[config.mk]
export PLATFORM = sky130hd
export DESIGN_NAME = ram_fifo_ctrl_flat
export DESIGN_NICKNAME = d
export VERILOG_FILES = /design/src/rtl/ram_fifo_ctrl_pkg.sv /design/src/rtl/ram_fifo_ctrl_if.sv /design/src/rtl/ram_fifo_ctrl_fifo_ptr.sv /design/src/rtl/ram_fifo_ctrl.sv /design/src/flat_wrapper.sv
export SDC_FILE = /design/constraint.sdc
export NUM_CORES = 1
export LEC_CHECK = 0
export BUFFER_PORTS_ARGS = -buffer_cell sky130_fd_sc_hd__buf_2
export CAP_MARGIN = 25
export CELL_PAD_IN_SITES_DETAIL_PLACEMENT = 1
export CELL_PAD_IN_SITES_GLOBAL_PLACEMENT = 2
export CORE_ASPECT_RATIO = 1.5
export CORE_UTILIZATION = 37
export CTS_BUF_LIST = sky130_fd_sc_hd__clkbuf_4 sky130_fd_sc_hd__clkbuf_8
export DETAILED_ROUTE_END_ITERATION = 6
export PLACE_DENSITY_LB_ADDON = 0.1
export SLEW_MARGIN = 5
export SYNTH_ARGS = -nofsm -noshare
export SYNTH_HDL_FRONTEND = slang
export SYNTH_HIERARCHICAL = 1
export SYNTH_SLANG_ARGS = --single-unit
[constraint.sdc]
create_clock -name clk -period 5.3 [get_ports clk]
set_clock_uncertainty 0.05 [all_clocks]
set_input_delay 0.795 -clock clk [delete_from_list [all_inputs] [get_ports clk]]
set_output_delay 0.795 -clock clk [all_outputs]
set_load 0.05 [all_outputs]
[src/rtl/ram_fifo_ctrl_pkg.sv]
// Shared definitions for the RAM-backed FIFO controller: RAM op codes and FSM encoding.
package ram_fifo_ctrl_pkg;

  typedef logic [1:0] ram_op_t;

  localparam ram_op_t OP_IDLE = 2'b00;
  localparam ram_op_t OP_WR   = 2'b01;
  localparam ram_op_t OP_RD   = 2'b10;
  localparam ram_op_t OP_RW   = 2'b11;

  typedef logic [1:0] fsm_state_t;

  localparam fsm_state_t INIT   = 2'd0;
  localparam fsm_state_t IDLE   = 2'd1;
  localparam fsm_state_t ACTIVE = 2'd2;

endpackage

[src/rtl/ram_fifo_ctrl_if.sv]
// Bundle of producer/consumer requests, RAM initiator signals and FIFO status.
interface ram_fifo_ctrl_if #(
  parameter int unsigned RAM_WIDTH = 4,
  parameter int unsigned ADDR_SIZE = 3
);

  logic                 push;
  logic [RAM_WIDTH-1:0] push_data;
  logic                 pop;
  logic                 enable;
  logic [1:0]           state;
  logic [RAM_WIDTH-1:0] data_in;
  logic [ADDR_SIZE-1:0] addr_in;
  logic [ADDR_SIZE-1:0] addr_out;
  logic [RAM_WIDTH-1:0] data_out_c;
  logic [RAM_WIDTH-1:0] pop_data;
  logic                 pop_valid;
  logic                 fifo_full;
  logic                 fifo_empty;
  logic                 almost_full;
  logic                 almost_empty;
  logic [ADDR_SIZE:0]   count;
  logic                 error;

  // Controller side.
  modport slave (
    input  push, push_data, pop, data_out_c,
    output enable, state, data_in, addr_in, addr_out, pop_data, pop_valid,
    output fifo_full, fifo_empty, almost_full, almost_empty, count, error
  );

  // Data path / RAM side.
  modport master (
    output push, push_data, pop, data_out_c,
    input  enable, state, data_in, addr_in, addr_out, pop_data, pop_valid,
    input  fifo_full, fifo_empty, almost_full, almost_empty, count, error
  );

endinterface

[src/rtl/ram_fifo_ctrl_fifo_ptr.sv]
// Wrap-around address pointer with increment enable; wraps from Depth-1 to 0.
module fifo_ptr #(
  parameter int unsigned Width = 3,
  parameter int unsigned Depth = 8
) (
  input  logic             clk_i,
  input  logic             rst_ni,
  input  logic             inc_i,
  output logic [Width-1:0] ptr_o
);

  logic [Width-1:0] ptr_q, ptr_d;

  always_comb begin
    ptr_d = ptr_q;
    if (inc_i) begin
      ptr_d = (ptr_q == Width'(Depth - 1)) ? '0 : ptr_q + 1'b1;
    end
  end

  always_ff @(posedge clk_i or negedge rst_ni) begin
    if (!rst_ni) begin
      ptr_q <= '0;
    end else begin
      ptr_q <= ptr_d;
    end
  end

  assign ptr_o = ptr_q;

endmodule

[src/rtl/ram_fifo_ctrl.sv]
// FIFO controller driving an external single-cycle RAM as a circular buffer.
module ram_fifo_ctrl
  import ram_fifo_ctrl_pkg::*;
#(
  parameter int unsigned RAM_WIDTH    = 4,
  parameter int unsigned RAM_DEPTH    = 8,
  parameter int unsigned ADDR_SIZE    = 3,
  parameter int unsigned ALMOST_FULL  = 6,
  parameter int unsigned ALMOST_EMPTY = 2
) (
  input  logic           clk,
  input  logic           reset_L,
  ram_fifo_ctrl_if.slave bus
);

  logic [ADDR_SIZE:0]   count_q, count_d;
  fsm_state_t           fsm_q, fsm_d;
  logic                 err_q, err_d;
  logic [ADDR_SIZE-1:0] wr_ptr, rd_ptr;
  logic [ADDR_SIZE-1:0] addr_in_q, addr_out_q;
  logic [RAM_WIDTH-1:0] data_in_q, pop_data_q, pop_data;
  logic                 pop_valid_q;
  logic                 running, push_acc, pop_acc;
  ram_op_t              op;

  // Requests seen during INIT are dropped silently; acceptance uses the registered count.
  always_comb begin
    running  = (fsm_q != INIT);
    push_acc = running && bus.push && (count_q < (ADDR_SIZE + 1)'(RAM_DEPTH));
    pop_acc  = running && bus.pop && (count_q != '0);
    err_d    = err_q | (running && ((bus.push && !push_acc) || (bus.pop && !pop_acc)));
    op       = {pop_acc, push_acc};
  end

  always_comb begin
    count_d = count_q;
    case ({push_acc, pop_acc})
      2'b10:   count_d = count_q + 1'b1;
      2'b01:   count_d = count_q - 1'b1;
      default: count_d = count_q;
    endcase
  end

  always_comb begin
    fsm_d = fsm_q;
    case (fsm_q)
      INIT:    fsm_d = IDLE;
      IDLE:    if (push_acc) fsm_d = ACTIVE;
      ACTIVE:  if (count_d == '0) fsm_d = IDLE;
      default: fsm_d = INIT;
    endcase
  end

  fifo_ptr #(
    .Width (ADDR_SIZE),
    .Depth (RAM_DEPTH)
  ) u_wr_ptr (
    .clk_i  (clk),
    .rst_ni (reset_L),
    .inc_i  (push_acc),
    .ptr_o  (wr_ptr)
  );

  fifo_ptr #(
    .Width (ADDR_SIZE),
    .Depth (RAM_DEPTH)
  ) u_rd_ptr (
    .clk_i  (clk),
    .rst_ni (reset_L),
    .inc_i  (pop_acc),
    .ptr_o  (rd_ptr)
  );

  // RAM returns read data one cycle after the read op; capture it then, hold otherwise.
  assign pop_data = pop_valid_q ? bus.data_out_c : pop_data_q;

  always_ff @(posedge clk or negedge reset_L) begin
    if (!reset_L) begin
      fsm_q       <= INIT;
      count_q     <= '0;
      err_q       <= 1'b0;
      addr_in_q   <= '0;
      addr_out_q  <= '0;
      data_in_q   <= '0;
      pop_data_q  <= '0;
      pop_valid_q <= 1'b0;
    end else begin
      fsm_q       <= fsm_d;
      count_q     <= count_d;
      err_q       <= err_d;
      pop_valid_q <= pop_acc;
      pop_data_q  <= pop_data;
      if (push_acc) begin
        addr_in_q <= wr_ptr;
        data_in_q <= bus.push_data;
      end
      if (pop_acc) begin
        addr_out_q <= rd_ptr;
      end
    end
  end

  assign bus.state        = op;
  assign bus.enable       = (op != OP_IDLE);
  assign bus.addr_in      = push_acc ? wr_ptr : addr_in_q;
  assign bus.data_in      = push_acc ? bus.push_data : data_in_q;
  assign bus.addr_out     = pop_acc ? rd_ptr : addr_out_q;
  assign bus.pop_data     = pop_data;
  assign bus.pop_valid    = pop_valid_q;
  assign bus.count        = count_q;
  assign bus.error        = err_q;
  assign bus.fifo_full    = (count_q == (ADDR_SIZE + 1)'(RAM_DEPTH));
  assign bus.fifo_empty   = (count_q == '0);
  assign bus.almost_full  = (count_q >= (ADDR_SIZE + 1)'(ALMOST_FULL));
  assign bus.almost_empty = (count_q <= (ADDR_SIZE + 1)'(ALMOST_EMPTY));

endmodule

[src/flat_wrapper.sv]
// flat-port wrapper written by rule: the top's interface ports become plain ports
module ram_fifo_ctrl_flat import ram_fifo_ctrl_pkg::*;
#(
  parameter int unsigned RAM_WIDTH    = 4,
  parameter int unsigned RAM_DEPTH    = 8,
  parameter int unsigned ADDR_SIZE    = 3,
  parameter int unsigned ALMOST_FULL  = 6,
  parameter int unsigned ALMOST_EMPTY = 2
)
  (clk, reset_L, bus_push, bus_push_data, bus_pop, bus_data_out_c, bus_enable, bus_state, bus_data_in, bus_addr_in, bus_addr_out, bus_pop_data, bus_pop_valid, bus_fifo_full, bus_fifo_empty, bus_almost_full, bus_almost_empty, bus_count, bus_error);
  ram_fifo_ctrl_if #(.RAM_WIDTH(RAM_WIDTH), .ADDR_SIZE(ADDR_SIZE)) bus_i ();
  input  logic clk;
  input  logic reset_L;
  input wire logic [$bits(bus_i.push)-1:0] bus_push;
  input wire logic [$bits(bus_i.push_data)-1:0] bus_push_data;
  input wire logic [$bits(bus_i.pop)-1:0] bus_pop;
  input wire logic [$bits(bus_i.data_out_c)-1:0] bus_data_out_c;
  output wire logic [$bits(bus_i.enable)-1:0] bus_enable;
  output wire logic [$bits(bus_i.state)-1:0] bus_state;
  output wire logic [$bits(bus_i.data_in)-1:0] bus_data_in;
  output wire logic [$bits(bus_i.addr_in)-1:0] bus_addr_in;
  output wire logic [$bits(bus_i.addr_out)-1:0] bus_addr_out;
  output wire logic [$bits(bus_i.pop_data)-1:0] bus_pop_data;
  output wire logic [$bits(bus_i.pop_valid)-1:0] bus_pop_valid;
  output wire logic [$bits(bus_i.fifo_full)-1:0] bus_fifo_full;
  output wire logic [$bits(bus_i.fifo_empty)-1:0] bus_fifo_empty;
  output wire logic [$bits(bus_i.almost_full)-1:0] bus_almost_full;
  output wire logic [$bits(bus_i.almost_empty)-1:0] bus_almost_empty;
  output wire logic [$bits(bus_i.count)-1:0] bus_count;
  output wire logic [$bits(bus_i.error)-1:0] bus_error;
  assign bus_i.push = bus_push;
  assign bus_i.push_data = bus_push_data;
  assign bus_i.pop = bus_pop;
  assign bus_i.data_out_c = bus_data_out_c;
  assign bus_enable = bus_i.enable;
  assign bus_state = bus_i.state;
  assign bus_data_in = bus_i.data_in;
  assign bus_addr_in = bus_i.addr_in;
  assign bus_addr_out = bus_i.addr_out;
  assign bus_pop_data = bus_i.pop_data;
  assign bus_pop_valid = bus_i.pop_valid;
  assign bus_fifo_full = bus_i.fifo_full;
  assign bus_fifo_empty = bus_i.fifo_empty;
  assign bus_almost_full = bus_i.almost_full;
  assign bus_almost_empty = bus_i.almost_empty;
  assign bus_count = bus_i.count;
  assign bus_error = bus_i.error;
  ram_fifo_ctrl #(.RAM_WIDTH(RAM_WIDTH), .RAM_DEPTH(RAM_DEPTH), .ADDR_SIZE(ADDR_SIZE), .ALMOST_FULL(ALMOST_FULL), .ALMOST_EMPTY(ALMOST_EMPTY)) u_core (.clk(clk), .reset_L(reset_L), .bus(bus_i));
endmodule
# After elaboration in Yosys (flattened, before gate mapping)
# Cells that the tools add are included.
# totals
in_bits	12
reg_bits	28
elab_cells	54
# op_classes
n_bitwise	1
eq_ne	9
addsub	4
muxes	10
order_cmp	3
reduce_logical	17
# ops
operator	count
$mux W3	4
$logic_not A4 Y1	2
$mux W4	2
$pmux W4 S2	1
$logic_and A1 B1 Y1	7
$add A3 B1 Y3 const B	2
$eq A3 B3 Y1 const B	2
$pmux W2 S3	1
$add A4 B1 Y4 const B	1
$eq A2 B1 Y1 const B	2
$eq A2 B2 Y1 const B	2
$eq A4 B4 Y1 const B	1
$ge A4 B3 Y1 const B	1
$le A4 B2 Y1 const B	1
$lt A4 B4 Y1 const B	1
$mux W2	2
$ne A2 B1 Y1 const B	2
$reduce_bool A2 Y1	2
$reduce_bool A4 Y1	1
$sub A4 B1 Y4 const B	1
$logic_not A1 Y1	2
$logic_not A2 Y1	1
$reduce_and A2 Y1	1
$logic_or A1 B1 Y1	1
$or A1 B1 Y1	1

# Longest topological paths before layout
# logic_depth
ltp_word	8
depth_mapped	13
mapped_depth_nobuf	11

# Modules after synthesis
# The synthesis kept the hierarchy.
# modules_own_cells
mod	cells_each	area_each_um2	n_inst
ram_fifo_ctrl	92	1133.6	1
fifo_ptr	11	142.6	2

# Worst setup path after synthesis
# No wires, ideal clock.
# synth_timing
path_type	flip-flop to flip-flop
from	register u_core.count_q[1], in the netlist u_core/bus.count[1]
to	register u_core.fsm_q[1]
synth_period_minus_slack_ns	3.935
stages_incl_launch_ff	10
setup_ns	0.131
required_time_ns	5.119
path_buffers	1
slack_ns	1.365
t_arrival_ns	3.754
cell_sequence	dfrtp_1 -> buf_4 -> nor4_2 -> nor3b_2 -> ha_1 -> nand2b_1 -> a221oi_4 -> mux2_4 -> a2111oi_2 -> nor2_1
# synth_via
elab_chain_len	7
word_cells_on_any_way	13
cone_classes	add/sub: 2; order compare: 1; eq/ne: 4; mux: 1; reduce/logical: 5
# synth_lines
element	line	text
start: declaration	ram_fifo_ctrl.sv:16	logic [ADDR_SIZE:0] count_q, count_d;
start signal: assignment	ram_fifo_ctrl.sv:89	count_q <= count_d;
$reduce_bool A4 Y1 (*)	ram_fifo_ctrl.sv:30	pop_acc = running && bus.pop && (count_q != '0);
$logic_and A1 B1 Y1 (*)	ram_fifo_ctrl.sv:30	
named net u_core.pop_acc	ram_fifo_ctrl.sv:23	logic running, push_acc, pop_acc;
$eq A2 B1 Y1 / $eq A2 B2 Y1 (equally long branches)	ram_fifo_ctrl.sv:37	case ({push_acc, pop_acc})
$pmux W4 S2 (*)	ram_fifo_ctrl.sv:37	
$logic_not A4 Y1 (*)	ram_fifo_ctrl.sv:49	ACTIVE: if (count_d == '0) fsm_d = IDLE;
$ne A2 B1 Y1 (no line) (*)	-	
$reduce_and A2 Y1 (no line) (*)	-	
end signal: assignment	ram_fifo_ctrl.sv:88	fsm_q <= fsm_d;
end: declaration	ram_fifo_ctrl.sv:17	fsm_state_t fsm_q, fsm_d;
# Mark *: on every way through the listed nets, which the timed path passes. The rest lies on a longest branch.
# A chain may end at the register's enable or synchronous reset.

# Final worst setup path
# layout_timing
from	register u_core.count_q[1], in the netlist u_core/bus.count[1]
to	register u_core.fsm_q[0]
# layout_via
elab_chain_len	7
word_cells_on_any_way	13
cone_classes	add/sub: 2; order compare: 1; eq/ne: 4; mux: 1; reduce/logical: 5
# layout_lines
element	line
$lt A4 B4 Y1 / $reduce_bool A4 Y1 (equally long branches)	ram_fifo_ctrl.sv:29, ram_fifo_ctrl.sv:30
$logic_and A1 B1 Y1, on equally long branches	ram_fifo_ctrl.sv:29, ram_fifo_ctrl.sv:30
$eq A2 B1 Y1 / $eq A2 B2 Y1 (equally long branches)	ram_fifo_ctrl.sv:37
$pmux W4 S2	ram_fifo_ctrl.sv:37
$logic_not A4 Y1	ram_fifo_ctrl.sv:49
$ne A2 B1 Y1 (no line)	-
$reduce_and A2 Y1 (no line) (*)	-
# Mark *: on every way between the ends. The rest lies on a longest branch, timed or not.

==> impl_results.md <==
- Status: complete, no violations
- Worst Path Class, Setup: reg2reg
- Ports: 39
- Post-DP HPWL: 2120 um
- Top post-synthesis cells by area: dfrtp_1 (49%), mux2_1 (8.7%), mux2_2 (7.1%)
- ANT nets after route: 0
- Worst Hold End: u_core/addr_out_q[0]$_DFF_PN0_
- Final hold vios: 0
- CP startpoint kind: flop
- Most common cell in the netlist: dfrtp_1
- Number of port buffers: 38
- Max-slew headroom: 41.7%
- Post-route DRC: 0
- Synthesized area per cell: 12.4 sq um
- Register area: 701 sq um
- Most instantiated cells after synthesis: dfrtp_1 (28), mux2_1 (11), mux2_2 (9), nor2_1 (9), ha_1 (8)
- Synth Area in Simple Gates: 10.7%
- Adder-Cell Fraction of Synth Area: 7.05%
- Row count: 27
- Die Ht: 77.8 um
- Die width: 52.6 um
- Routed wire per std cell: 14.2 um
- Post-synth top flop: dfrtp_1
- Worst-margin pin slew: 0.871 ns
- CP top delay family: simple AND/OR/NAND/NOR gates
- H-tree depth: 1
- CP Cell Sequence: nor4_2 -> nor3b_2 -> ha_1 -> a21bo_2 -> a221oi_4 -> mux2_4 -> a2111oi_2 -> or2_1
- Initial DRC count: 6
- Post-synthesis cell count: 114
- Largest net degree at the start of global routing: 29
- Worst-path clk slew: 0.09 ns
- Post-synth top area cell: dfrtp_1
- Worst path slowest cell: nor3b_2
- Setup bufs post-CTS: 0
- Clock sink count: 28
- Filler cells: 417
- Hold Path Origin: u_core/addr_out_q[0]$_DFF_PN0_
- Area occupied by multi-input gates: 647 sq um
- CP required: 5.46 ns
- DR pass1 iterations: 4
- Final WL: 2730 um
- Initial Util: 38.5%
- Hold buffer count at cts: 0
- Bufs and invs on worst path: 0
- R2r setup slk: 1.96 ns
- Post-Synth XOR/XNOR Area: 2.47%
- Crit path DAT: 3.51 ns
- Syn nets: 134
- Worst Hold Depth: 1
- Asr flop ratio synth: 100%
- Vias per inst: 5.04
- FF+latch count, synth: 28
- Placer Congestion: 0.758
- Fmax: 299 MHz
- Min Tclk post-route: 3.34 ns
- DIE AREA: 0.00409 sq mm
- CTS buffer count: 3
- Ratio of cells with drive above 1 in the final layout: 40.9%
- CTS tree: built
- GRT Total Usage: 15.0%
- Critical R2R Capture: u_core/fsm_q[0]$_DFFE_PN0P_
- Core area: 0.00368 sq mm
- Max incr delay on CP: 0.73 ns
- Worst setup EP type: flop
- Max_cap viols: 0
- Nets: 170
- Total number of vias: 968
- FF-to-FF Start: u_core/bus.count[1]$_DFF_PN0_
- Slew Limit Fails: 0
- Final setup fails: 0
- First-pass GRT wire length: 4740 um
- Yosys warnings: 6
- Launch point of the critical path: u_core/bus.count[1]$_DFF_PN0_
- Fin crit share: 63.1%
- Post-synthesis mux area share: 17.6%
- Vias in the first global route: 989
- Setup TNS: 0 ns
- Clock Tree Root: clkbuf_8
- Complex-gate fraction of the synthesized area: 7.76%
- Initial antenna violation count: 0
- Post-synthesis sequential area ratio: 49.4%
- Post-synth EDFFs: 0
- Finished Core Util: 45.5%
- Area share of the largest cell type after synthesis: 49.4%
- Post-CTS sizing: 0
- R2R depth: 8
- Largest family of logic cells by synthesized area: multiplexers
- Unrepaired setup endpoints after global routing: no
- ANT cells: 0
- CTS Buffer Depth: 2
- Type of the worst min-delay path: reg2reg
- Mapped Area: 0.00142 sq mm
- Synth cell types: 34
- Critical Path Fanout Max: 12
- Layout area overhead: 18.2%
- Clk_lat worst skew: 0.27 ns
- GRT Residual Overflow: 0
-- cell usage in the layout (no fill, tap or decap), types with 2 or more instances in the layout --
cell type,n
clkbuf_8,4
ha_1,8
a21oi_1,2
nor2b_1,3
nand3b_1,3
mux2_2,9
inv_1,4
mux2_1,11
nand2_1,4
buf_2,38
inv_2,2
o21ai_0,2
nor2_1,9
xnor2_1,3
dfrtp_1,28
-- per-layer routing --
metal / up-vias / track usage, % / wire (um)
li1: 461 / - / -
met1: 486 / 18.2 / 1160
met4: 0 / 3.95 / 11
met2: 19 / 26.6 / 1450
met3: 2 / 2.16 / 103
met5: - / 0 / 0
-- kinds of logic after synthesis --
logic type / count (synthesis)
multiplexers: 22
flip-flops: 28
buffers and inverters: 14
AND/OR/NAND/NOR: 26
adder cells (fa/ha/maj): 8
AO/OA/AOI/OAI: 12
XOR/XNOR: 4
-- worst reg2reg max path: cells and delay by family, from the launching register on --
family	cells	cell delay (ns)
AND/OR/NAND/NOR	3	1.02
AO/OA/AOI/OAI	3	0.89
multiplexers	1	0.34
flip-flops	1	0.60
adder cells (fa/ha/maj)	1	0.40
-- sequential cells by signal, indices dropped and copies added (netlist names) --
| name | count |
|---|---|
| u_core/bus.count | 4 |
| u_core/pop_data_q | 4 |
| u_core/u_wr_ptr/ptr_o | 3 |
| u_core/addr_in_q | 3 |
| u_core/data_in_q | 4 |
| u_core/bus.error | 1 |
| u_core/bus.pop_valid | 1 |
| u_core/u_rd_ptr/ptr_o | 3 |
| u_core/addr_out_q | 3 |
| u_core/fsm_q | 2 |
-- worst max path at each step --
stage,end,cells past startpoint
6_report,u_core/fsm_q[0]$_DFFE_PN0P_,8
5_1_grt,u_core/fsm_q[0]$_DFFE_PN0P_,10
4_1_cts,u_core/fsm_q[0]$_DFFE_PN0P_,8
3_5_place_dp,u_core/fsm_q[0]$_DFFE_PN0P_,8
3_3_place_gp,u_core/fsm_q[1]$_DFFE_PN0P_,8
2_1_floorplan,u_core/fsm_q[1]$_DFFE_PN0P_,9
-- stage by stage --
stage	setup WS (ns)	instances	instance area, sq um	hold WS [ns]
finish	1.96	192	1680	0.436
detailed placement	1.79	188	1620	0.422
CTS	1.91	192	1680	0.443
global placement	1.88	188	1620	0.411
floorplan	1.36	114	1420	0.449
global route	1.71	192	1680	0.463
-- area by class of cell --
| cell class | count | area share (%) |
|---|---|---|
| multi-input combinational | 72 | 38.6 |
| tap | 43 | 3.21 |
| inverter | 6 | 1.34 |
| sequential | 28 | 41.8 |
| timing repair buffer | 39 | 11.8 |
| clock buffer | 4 | 3.28 |
Power is not shown: default switching activity piles up to over one toggle a cycle in this logic, so the estimate is an artifact.
